### src/rtl/johnson_sequence_monitor.sv
// Checks a 4-bit Johnson counter against its 8-state sequence.
// Tracks lock, counts revolutions and logs sequencing faults.
module johnson_sequence_monitor #(
  parameter int unsigned LOCK_COUNT = 4,
  parameter int unsigned REV_WIDTH  = 16,
  parameter int unsigned ERR_WIDTH  = 8
) (
  input  logic                 clk_i,
  input  logic                 rst_ni,
  input  logic                 en_i,
  input  logic [3:0]           ring_in_i,
  input  logic                 clr_i,
  output logic [2:0]           phase_o,
  output logic                 phase_valid_o,
  output logic                 locked_o,
  output logic                 err_pulse_o,
  output logic                 err_sticky_o,
  output logic [REV_WIDTH-1:0] rev_count_o,
  output logic [ERR_WIDTH-1:0] err_count_o
);

  typedef enum logic [1:0] {
    ST_UNLOCKED = 2'd0,
    ST_ACQUIRE  = 2'd1,
    ST_LOCKED   = 2'd2,
    ST_FAULT    = 2'd3
  } state_e;

  localparam logic [3:0]           LOCK_TGT = LOCK_COUNT[3:0];
  localparam logic [ERR_WIDTH-1:0] ERR_MAX  = {ERR_WIDTH{1'b1}};
  localparam logic [ERR_WIDTH-1:0] ERR_ONE  = {{(ERR_WIDTH-1){1'b0}}, 1'b1};
  localparam logic [REV_WIDTH-1:0] REV_ONE  = {{(REV_WIDTH-1){1'b0}}, 1'b1};

  function automatic logic code_legal(input logic [3:0] c);
    logic ok;
    case (c)
      4'b0000, 4'b0001, 4'b0011, 4'b0111,
      4'b1111, 4'b1110, 4'b1100, 4'b1000: ok = 1'b1;
      default:                            ok = 1'b0;
    endcase
    return ok;
  endfunction

  function automatic logic [2:0] code_idx(input logic [3:0] c);
    logic [2:0] idx;
    case (c)
      4'b0001: idx = 3'd1;
      4'b0011: idx = 3'd2;
      4'b0111: idx = 3'd3;
      4'b1111: idx = 3'd4;
      4'b1110: idx = 3'd5;
      4'b1100: idx = 3'd6;
      4'b1000: idx = 3'd7;
      default: idx = 3'd0;
    endcase
    return idx;
  endfunction

  state_e                 state_q, state_d;
  logic [3:0]             good_cnt_q, good_cnt_d;
  logic                   en_q;
  logic [2:0]             phase_q, phase_d;
  logic                   phase_valid_q;
  logic                   locked_q, locked_d;
  logic                   err_pulse_q, err_pulse_d;
  logic                   err_sticky_q, err_sticky_d;
  logic [REV_WIDTH-1:0]   rev_q, rev_d;
  logic [ERR_WIDTH-1:0]   err_cnt_q, err_cnt_d;

  logic                   s_legal;
  logic [2:0]             s_idx;
  logic [2:0]             exp_idx;
  logic                   correct;
  logic                   fault;
  logic                   wrap;
  logic [3:0]             good_inc;

  // Next-state decode: step check, lock FSM, revolution and fault counters
  always_comb begin
    s_legal      = code_legal(ring_in_i);
    s_idx        = code_idx(ring_in_i);
    // With the counter held the code must repeat; otherwise it must advance by one
    exp_idx      = en_q ? (phase_q + 3'd1) : phase_q;
    correct      = phase_valid_q & s_legal & (s_idx == exp_idx);
    good_inc     = good_cnt_q + 4'd1;
    state_d      = state_q;
    good_cnt_d   = good_cnt_q;
    fault        = 1'b0;
    wrap         = 1'b0;

    case (state_q)
      ST_UNLOCKED: begin
        if (s_legal) begin
          state_d    = ST_ACQUIRE;
          good_cnt_d = 4'd0;
        end else begin
          state_d    = ST_UNLOCKED;
        end
      end
      ST_ACQUIRE: begin
        if (!s_legal) begin
          state_d    = ST_UNLOCKED;
        end else if (correct) begin
          good_cnt_d = good_inc;
          state_d    = (good_inc == LOCK_TGT) ? ST_LOCKED : ST_ACQUIRE;
        end else begin
          good_cnt_d = 4'd0;
        end
      end
      ST_LOCKED: begin
        if (!correct) begin
          state_d = ST_FAULT;
          fault   = 1'b1;
        end else begin
          wrap    = (phase_q == 3'd7) && (s_idx == 3'd0);
        end
      end
      ST_FAULT: begin
        if (s_legal) begin
          state_d    = ST_ACQUIRE;
          good_cnt_d = 4'd0;
        end else begin
          state_d    = ST_UNLOCKED;
        end
      end
      default: begin
        state_d    = ST_UNLOCKED;
        good_cnt_d = 4'd0;
      end
    endcase

    phase_d     = s_legal ? s_idx : phase_q;
    locked_d    = (state_d == ST_LOCKED);
    err_pulse_d = fault;

    // Clear applies first so a coincident event still lands in the fresh count
    rev_d        = clr_i ? '0 : rev_q;
    err_cnt_d    = clr_i ? '0 : err_cnt_q;
    err_sticky_d = clr_i ? 1'b0 : err_sticky_q;
    if (wrap) begin
      rev_d = rev_d + REV_ONE;
    end else begin
      rev_d = rev_d;
    end
    if (fault) begin
      err_sticky_d = 1'b1;
      err_cnt_d    = (err_cnt_d == ERR_MAX) ? ERR_MAX : (err_cnt_d + ERR_ONE);
    end else begin
      err_sticky_d = err_sticky_d;
    end
  end

  // State and output registers
  always_ff @(posedge clk_i or negedge rst_ni) begin
    if (!rst_ni) begin
      state_q       <= ST_UNLOCKED;
      good_cnt_q    <= 4'd0;
      en_q          <= 1'b0;
      phase_q       <= 3'd0;
      phase_valid_q <= 1'b0;
      locked_q      <= 1'b0;
      err_pulse_q   <= 1'b0;
      err_sticky_q  <= 1'b0;
      rev_q         <= '0;
      err_cnt_q     <= '0;
    end else begin
      state_q       <= state_d;
      good_cnt_q    <= good_cnt_d;
      en_q          <= en_i;
      phase_q       <= phase_d;
      phase_valid_q <= s_legal;
      locked_q      <= locked_d;
      err_pulse_q   <= err_pulse_d;
      err_sticky_q  <= err_sticky_d;
      rev_q         <= rev_d;
      err_cnt_q     <= err_cnt_d;
    end
  end

  assign phase_o       = phase_q;
  assign phase_valid_o = phase_valid_q;
  assign locked_o      = locked_q;
  assign err_pulse_o   = err_pulse_q;
  assign err_sticky_o  = err_sticky_q;
  assign rev_count_o   = rev_q;
  assign err_count_o   = err_cnt_q;

endmodule

### config.mk
export PLATFORM = sky130hd
export DESIGN_NAME = johnson_sequence_monitor
export DESIGN_NICKNAME = d
export VERILOG_FILES = /design/src/rtl/johnson_sequence_monitor.sv
export SDC_FILE = /design/constraint.sdc
export NUM_CORES = 1
export LEC_CHECK = 0
export ABC_CLOCK_PERIOD_IN_PS = 3500
export CAP_MARGIN = 5
export CORE_MARGIN = 2
export CORE_UTILIZATION = 63
export DETAILED_ROUTE_END_ITERATION = 6
export DONT_BUFFER_PORTS = 1
export PLACE_DENSITY = 0.84
export SYNTH_ARGS = -nofsm -noshare
export SYNTH_HDL_FRONTEND = slang
export SYNTH_SLANG_ARGS = --single-unit
### constraint.sdc
create_clock -name clk_i -period 3.5 [get_ports clk_i]
set_input_delay 0.7 -clock clk_i [delete_from_list [all_inputs] [get_ports clk_i]]
set_output_delay 0.7 -clock clk_i [all_outputs]
set_load 0.05 [all_outputs]
==> results of run 1 <==
## Yosys cell counts, drive strengths merged, types with 5 or more instances
master  count  area, um^2
mux2i      10         113
o311ai      8        70.1
dfrtp      38         951
o31ai       5        37.5
nand3      17        85.1
ha          9         113
and3        5        31.3
nand4       5        31.3
nor3        5        25.0
nor2b       9        56.3
nand2      16        60.1
nor2       23        86.3
inv        14        52.6
buf         9        65.1
or2         7        43.8
o21ai       6        30.0
nand2b      8        65.1
a21oi       7        35.0
mux2        7        78.8
clkbuf      7        26.3
o41ai       6        52.6
xor2        5        43.8
## cells by family (layout without fill, tap and decap cells)
family | after synthesis | after routing | synth area share, %
AO/OA/AOI/OAI | 53 | 53 | 16.1
multiplexers | 17 | 17 | 7.75
AND/OR/NAND/NOR | 111 | 111 | 24.5
buffers and inverters | 30 | 29 | 5.82
adder cells (fa/ha/maj) | 9 | 9 | 4.56
flip-flops | 38 | 38 | 38.5
XOR/XNOR | 8 | 8 | 2.84
## through the flow
| stage | util, % | hold WS [ns] | std cells |
|---|---|---|---|
| after CTS | 70.9 | 0.0791 | 313 |
| after floorplan | - | 0.404 | 266 |
| final | 70.9 | 0.0814 | 313 |
| after global placement | 67.1 | 0.405 | 305 |
| after global routing | 70.9 | 0.0637 | 313 |
| after detailed placement | 67.1 | 0.405 | 305 |
## sequential cells by signal (all words and copies together) (netlist names)
name,count
locked_o,1
state_q,2
en_q,1
err_pulse_o,1
good_cnt_q,4
err_sticky_o,1
err_count_o,8
phase_o,3
phase_valid_o,1
rev_count_o,16
## cell usage in the layout, fill, tap and decap left out, drive strengths merged, types with 2 or more instances in the layout
master   n
dfrtp   38
nor2    23
nand3   17
nand2   16
inv     14
mux2i   10
nor2b    9
ha       9
o311ai   8
nand2b   8
mux2     7
a21oi    7
or2      7
buf      7
o41ai    6
clkbuf   6
o21ai    6
xor2     5
o31ai    5
nand4    5
nor3     5
and3     5
o211ai   4
nor4     4
and2     3
xnor2    3
o221ai   2
or4      2
and4     2
o311a    2
a31oi    2
a21o     2
bufinv   2
o21bai   2
## worst register-to-register path: cells and delay by family (launching register included)
kind / cells / cell delay (ns)
compound gates: 2 / 0.51
fa+ha+maj: 2 / 0.48
flops: 1 / 0.39
mux: 1 / 0.20
xor+xnor: 1 / 0.12
buf+inv: 1 / 0.33
simple gates: 1 / 0.87
## final cells by class
type / instances / area, um^2 / area share, %
clock buffers: 6 / 82.6 / 3.13
clock inverters: 2 / 60.1 / 2.28
inverters: 14 / 52.6 / 1.99
multi-input cells: 198 / 1380 / 52.2
flip-flops and latches: 38 / 951 / 36.1
well taps: 48 / 60.1 / 2.28
repair buffers: 7 / 52.6 / 1.99
## layer usage
layer	vias up	global-route usage, %
met2	65	43.4
met1	945	32.9
met5	-	0
met3	13	7.09
met4	0	10.2
li1	969	-
## power groups by stage
stage | registers [mW] | clock network [mW] | logic [mW]
floorplan | 0.497 | 0 | 0.131
global placement | 0.471 | 0 | 0.176
detailed placement | 0.471 | 0 | 0.181
CTS | 0.463 | 0.476 | 0.184
global route | 0.465 | 0.498 | 0.205
finish | 0.463 | 0.468 | 0.184
## how the worst min path moves through the flow
| stage | from | endpoint |
|---|---|---|
| floorplan | rst_ni | en_q$_DFF_PN0_ |
| global route | rst_ni | rev_count_o[10]$_DFF_PN0_ |
| global placement | rst_ni | rev_count_o[15]$_DFF_PN0_ |
| CTS | rst_ni | rev_count_o[10]$_DFF_PN0_ |
| finish | rst_ni | rev_count_o[10]$_DFF_PN0_ |
| detailed placement | rst_ni | rev_count_o[15]$_DFF_PN0_ |
==> metrics.yaml, run 1 <==
grt_pass1_wl_um: 8990
path_common_cell: "ha_1"
gp_congestion: 0.853
cts_sinks: 38
preCtsSetupSlack_ns: 0.500
power_frac_clock_pct: 42.0
min_period_ns: 3.03
crit_end: "rev_count_o[4]$_DFF_PN0_"
path_delay_family: "simple AND/OR/NAND/NOR gates"
wl_met1_um: 2310
clk-insertion-delay-late_ns: 0.30
drc: 0
firstDrtPassIters: 4
ys_seq_area_share_pct: 38.5
overflow: 0
die_w_um: 66.6
fillers: 284
synthFlopType: "dfrtp_1"
fin_setup_tns_ns: 0
grt_pass1_vias: 1945
worstHoldPathType: "in2async"
synth-edff-count: 0
hpwl_um: 3670
syn-instance-count: 266
async_reset_ff_share_pct: 100
p_sw_share_pct: 26.0
irDropWorstVdd_v: 0.000289
drive_gt1_share_pct: 13.6
fin_area_um2: 2640
die_area_um2: 4440
finalCritPeriodShare_pct: 86.5
end_kind: "register"
clkTransAtPathRegs_ns: 0.09
cpPeakStageDelay_ns: 0.87
cp_max_fo: 20
crit_type: "reg2reg"
outcome: "finished clean"
antenna-diode-count: 0
cts_buffer_depth: 2
power_switching_mw: 0.290
layout_setup_ws_ns: 0.474
cts_root_buffer: "clkbuf_8"
drv_slew: 0
ys.warnings.count: 0
initial_core_util_pct: 66.5
wl_met3_um: 313
drt_wl_total_um: 5280
slowest_stage: "or4_1"
cts_setup_buffers: 0
highest_layer: "met4"
ioPinCount: 39
cts_buffers: 5
slew_headroom_pct: 48.0
cap_violations: 0
nets: 281
syn-cell-area_um2: 2470
ctsResizeCount: 0
cp_num_buf_inv: 1
setup_viol: 0
grt_max_degree: 39
track_usage_pct: 26.4
p_int_mw: 0.825
worst-path-stages: 8
critPathLaunchType: "register"
finalPower_mw: 1.11
core-area_um2: 3720
cp_cell_sequence: "ha_1 -> ha_1 -> mux2i_1 -> xor2_1 -> or4_1 -> buf_4 -> o311ai_0 -> o41ai_1"
drt-initial-drc-count: 210
std_cell_rows: 22
portBuffers: 0
rsz0062_at_grt: "false"
yosysUniqueCellTypes: 52
wl_per_cell_um: 16.9
vias_per_cell: 6.36
r2r_start: "phase_o[0]$_DFFE_PN0N_"
h-tree-depth: 2
synth_nets: 283
antenna_found_initial: 0
p_leak_nw: 1.19
pwr-share-comb_pct: 16.5
reg2reg_slack_ns: 0.47
startpoint: "phase_o[0]$_DFFE_PN0N_"
dpl_cell_area_um2: 2490
antenna_left: 0
seqPwrFrac_pct: 41.5
p_per_area_nw_per_um2: 423
num_vias: 1992
dieHeight_um: 66.6
synth_area_per_cell_um2: 9.29
fin_skew_ns: 0.0146
synth_seq_cells: 38
crit_required_ns: 3.65
fmax_mhz: 330
r2r_end: "rev_count_o[4]$_DFF_PN0_"
r2r_cells: 8
worst_pin_slew_ns: 0.778
dr_wl_met2_um: 2550
syn_to_final_growth_pct: 6.63
worstPathArrival_ns: 3.17
cts_tree: "done"
hold_violations: 0
cts_hold_buffers: 0
Power figures use the tool's default switching activity.
==> run 2: changes to the inputs <==
CORE_ASPECT_RATIO = 0.6   (was unset)
MAX_ROUTING_LAYER = met4   (was unset)
==> run 2 against run 1 <==
Compared with the run above:
- first-iteration DRC count fell by 12%
- cell area down 1.7%
- maximum frequency is 5.2% higher
- sequential power up 1%
- register-to-register slack better by 0.15 ns
- hold slack improved by 0.012 ns
- flip-flop and latch count did not move
- clock skew is 0.0070 ns lower
- worst setup slack better by 0.15 ns
- total power fell by 8.9%
- combinational power down 3%
- count of clock-buffer cells in the layout up 1
==> metrics.yaml, run 2 (same netlist as run 1, synthesis figures left out) <==
power_frac_clock_pct: 36.3
grt_use_met1_pct: 40.2
firstDrtPassIters: 5
cts_setup_buffers: 0
p_sw_share_pct: 28.0
fin_skew_ns: 0.00763
layout_common_cells: "dfrtp_1, nor2_1, nand3_1"
power_switching_mw: 0.285
cts_root_buffer: "clkbuf_8"
dpl_cell_area_um2: 2480
fin_area_um2: 2590
slowest_stage: "or4_1"
reg2reg_slack_ns: 0.62
startpoint: "phase_o[0]$_DFFE_PN0N_"
wl_per_cell_um: 17.8
hold_violations: 0
drt-initial-drc-count: 185
dieHeight_um: 52.5
slew_headroom_pct: 38.0
cts_sinks: 38
antenna_left: 0
grt_util_met2_pct: 37.4
die_area_um2: 4460
grt_busiest_layer: "met1"
outcome: "finished clean"
path_delay_family: "simple AND/OR/NAND/NOR gates"
cts_buffer_depth: 2
finalCritPeriodShare_pct: 82.2
path_common_cell: "ha_1"
cts_buffers: 5
r2r_end: "rev_count_o[6]$_DFF_PN0_"
pwr-share-comb_pct: 17.5
cap_violations: 0
overflow: 0
ioPinCount: 39
worst_pin_slew_ns: 0.922
core-area_um2: 3720
critPathLaunchType: "register"
grt_use_met3_pct: 7.56
seqPwrFrac_pct: 46.2
final_util_pct: 69.6
clkTransAtPathRegs_ns: 0.08
drv_slew: 0
h-tree-depth: 2
fmax_mhz: 348
std_cell_rows: 17
min_period_ns: 2.88
end_kind: "register"
vias_per_cell: 6.59
largest_reg_flops: 16
clk-insertion-delay-late_ns: 0.29
final_common_cell: "dfrtp_1"
grt_max_degree: 39
antenna-diode-count: 0
cp_num_buf_inv: 1
fin_setup_tns_ns: 0
worstHoldPathType: "in2async"
ctsResizeCount: 0
r2r_cells: 8
track_usage_pct: 27.4
hpwl_um: 3880
cts_tree: "done"
cpPeakStageDelay_ns: 0.54
drc: 0
irDropWorstVdd_v: 0.000319
crit_required_ns: 3.68
rsz0062_at_grt: "false"
setup_viol: 0
cp_cell_sequence: "ha_1 -> ha_1 -> mux2i_1 -> xor2_1 -> or4_1 -> buf_4 -> nor4_1 -> mux2_2"
nets: 280
cts_hold_buffers: 0
p_leak_nw: 1.17
crit_type: "reg2reg"
worstPathArrival_ns: 3.06
cp_max_fo: 35
syn_to_final_growth_pct: 4.81
grt_pass1_vias: 1841
gp_congestion: 0.859
drt_wl_total_um: 5540
r2r_start: "phase_o[0]$_DFFE_PN0N_"
initial_core_util_pct: 66.4
num_vias: 2051
grt_pass1_wl_um: 9090
antenna_found_initial: 0
portBuffers: 0
p_per_area_nw_per_um2: 392
die_w_um: 84.9
drive_gt1_share_pct: 12.5
p_int_mw: 0.731
[run 2: cell types whose count changed in the layout (fill, tap and decap cells not counted), sizes merged]
cell,delta
buf,-1
clkbuf,+1
bufinv,-1
[run 2: area by class of cell]
type,count,area [um^2]
tap,47,58.8
fill,268,1130
inverter,14,52.6
clock buffer,7,76.3
timing repair buffer,6,45.0
multi-input combinational,198,1380
sequential,38,951
clock inverter,1,30.0
[run 2: worst register-to-register path, stage by stage (launching register included)]
cell     delay (ns)
dfrtp_1        0.39
ha_1           0.20
ha_1           0.27
mux2i_1        0.24
xor2_1         0.14
or4_1          0.54
buf_4          0.26
nor4_1         0.37
mux2_2         0.37
[run 2: worst max path at each step]
stage | endpoint | slack [ns] | cells after the start
after global placement | rev_count_o[6]$_DFF_PN0_ | 0.74 | 7
after floorplan | rev_count_o[15]$_DFF_PN0_ | 0.66 | 9
final | rev_count_o[6]$_DFF_PN0_ | 0.62 | 8
after global routing | rev_count_o[6]$_DFF_PN0_ | 0.46 | 8
after detailed placement | rev_count_o[6]$_DFF_PN0_ | 0.66 | 7
after CTS | rev_count_o[6]$_DFF_PN0_ | 0.64 | 8
[run 2: metal layers]
metal	part of all wire [%]	routed length [um]
met3	9.5	525
met2	41	2290
met5	0	0
met1	49	2700
met4	0.47	26
[run 2: power groups by stage]
stage,clock network (mW),logic [mW],registers [mW]
final,0.369,0.178,0.469
after global routing,0.390,0.197,0.470
after CTS,0.371,0.176,0.469
after detailed placement,0,0.175,0.477
after global placement,0,0.168,0.477
after floorplan,0,0.131,0.497
[run 2: stage by stage]
| stage | hold WS, ns | setup WS, ns | total power, mW | cells |
|---|---|---|---|---|
| detailed placement | 0.405 | 0.662 | 0.652 | 303 |
| floorplan | 0.404 | 0.665 | 0.628 | 266 |
| global route | 0.0804 | 0.460 | 1.06 | 311 |
| CTS | 0.0920 | 0.638 | 1.02 | 311 |
| global placement | 0.405 | 0.744 | 0.645 | 303 |
| finish | 0.0938 | 0.623 | 1.02 | 311 |
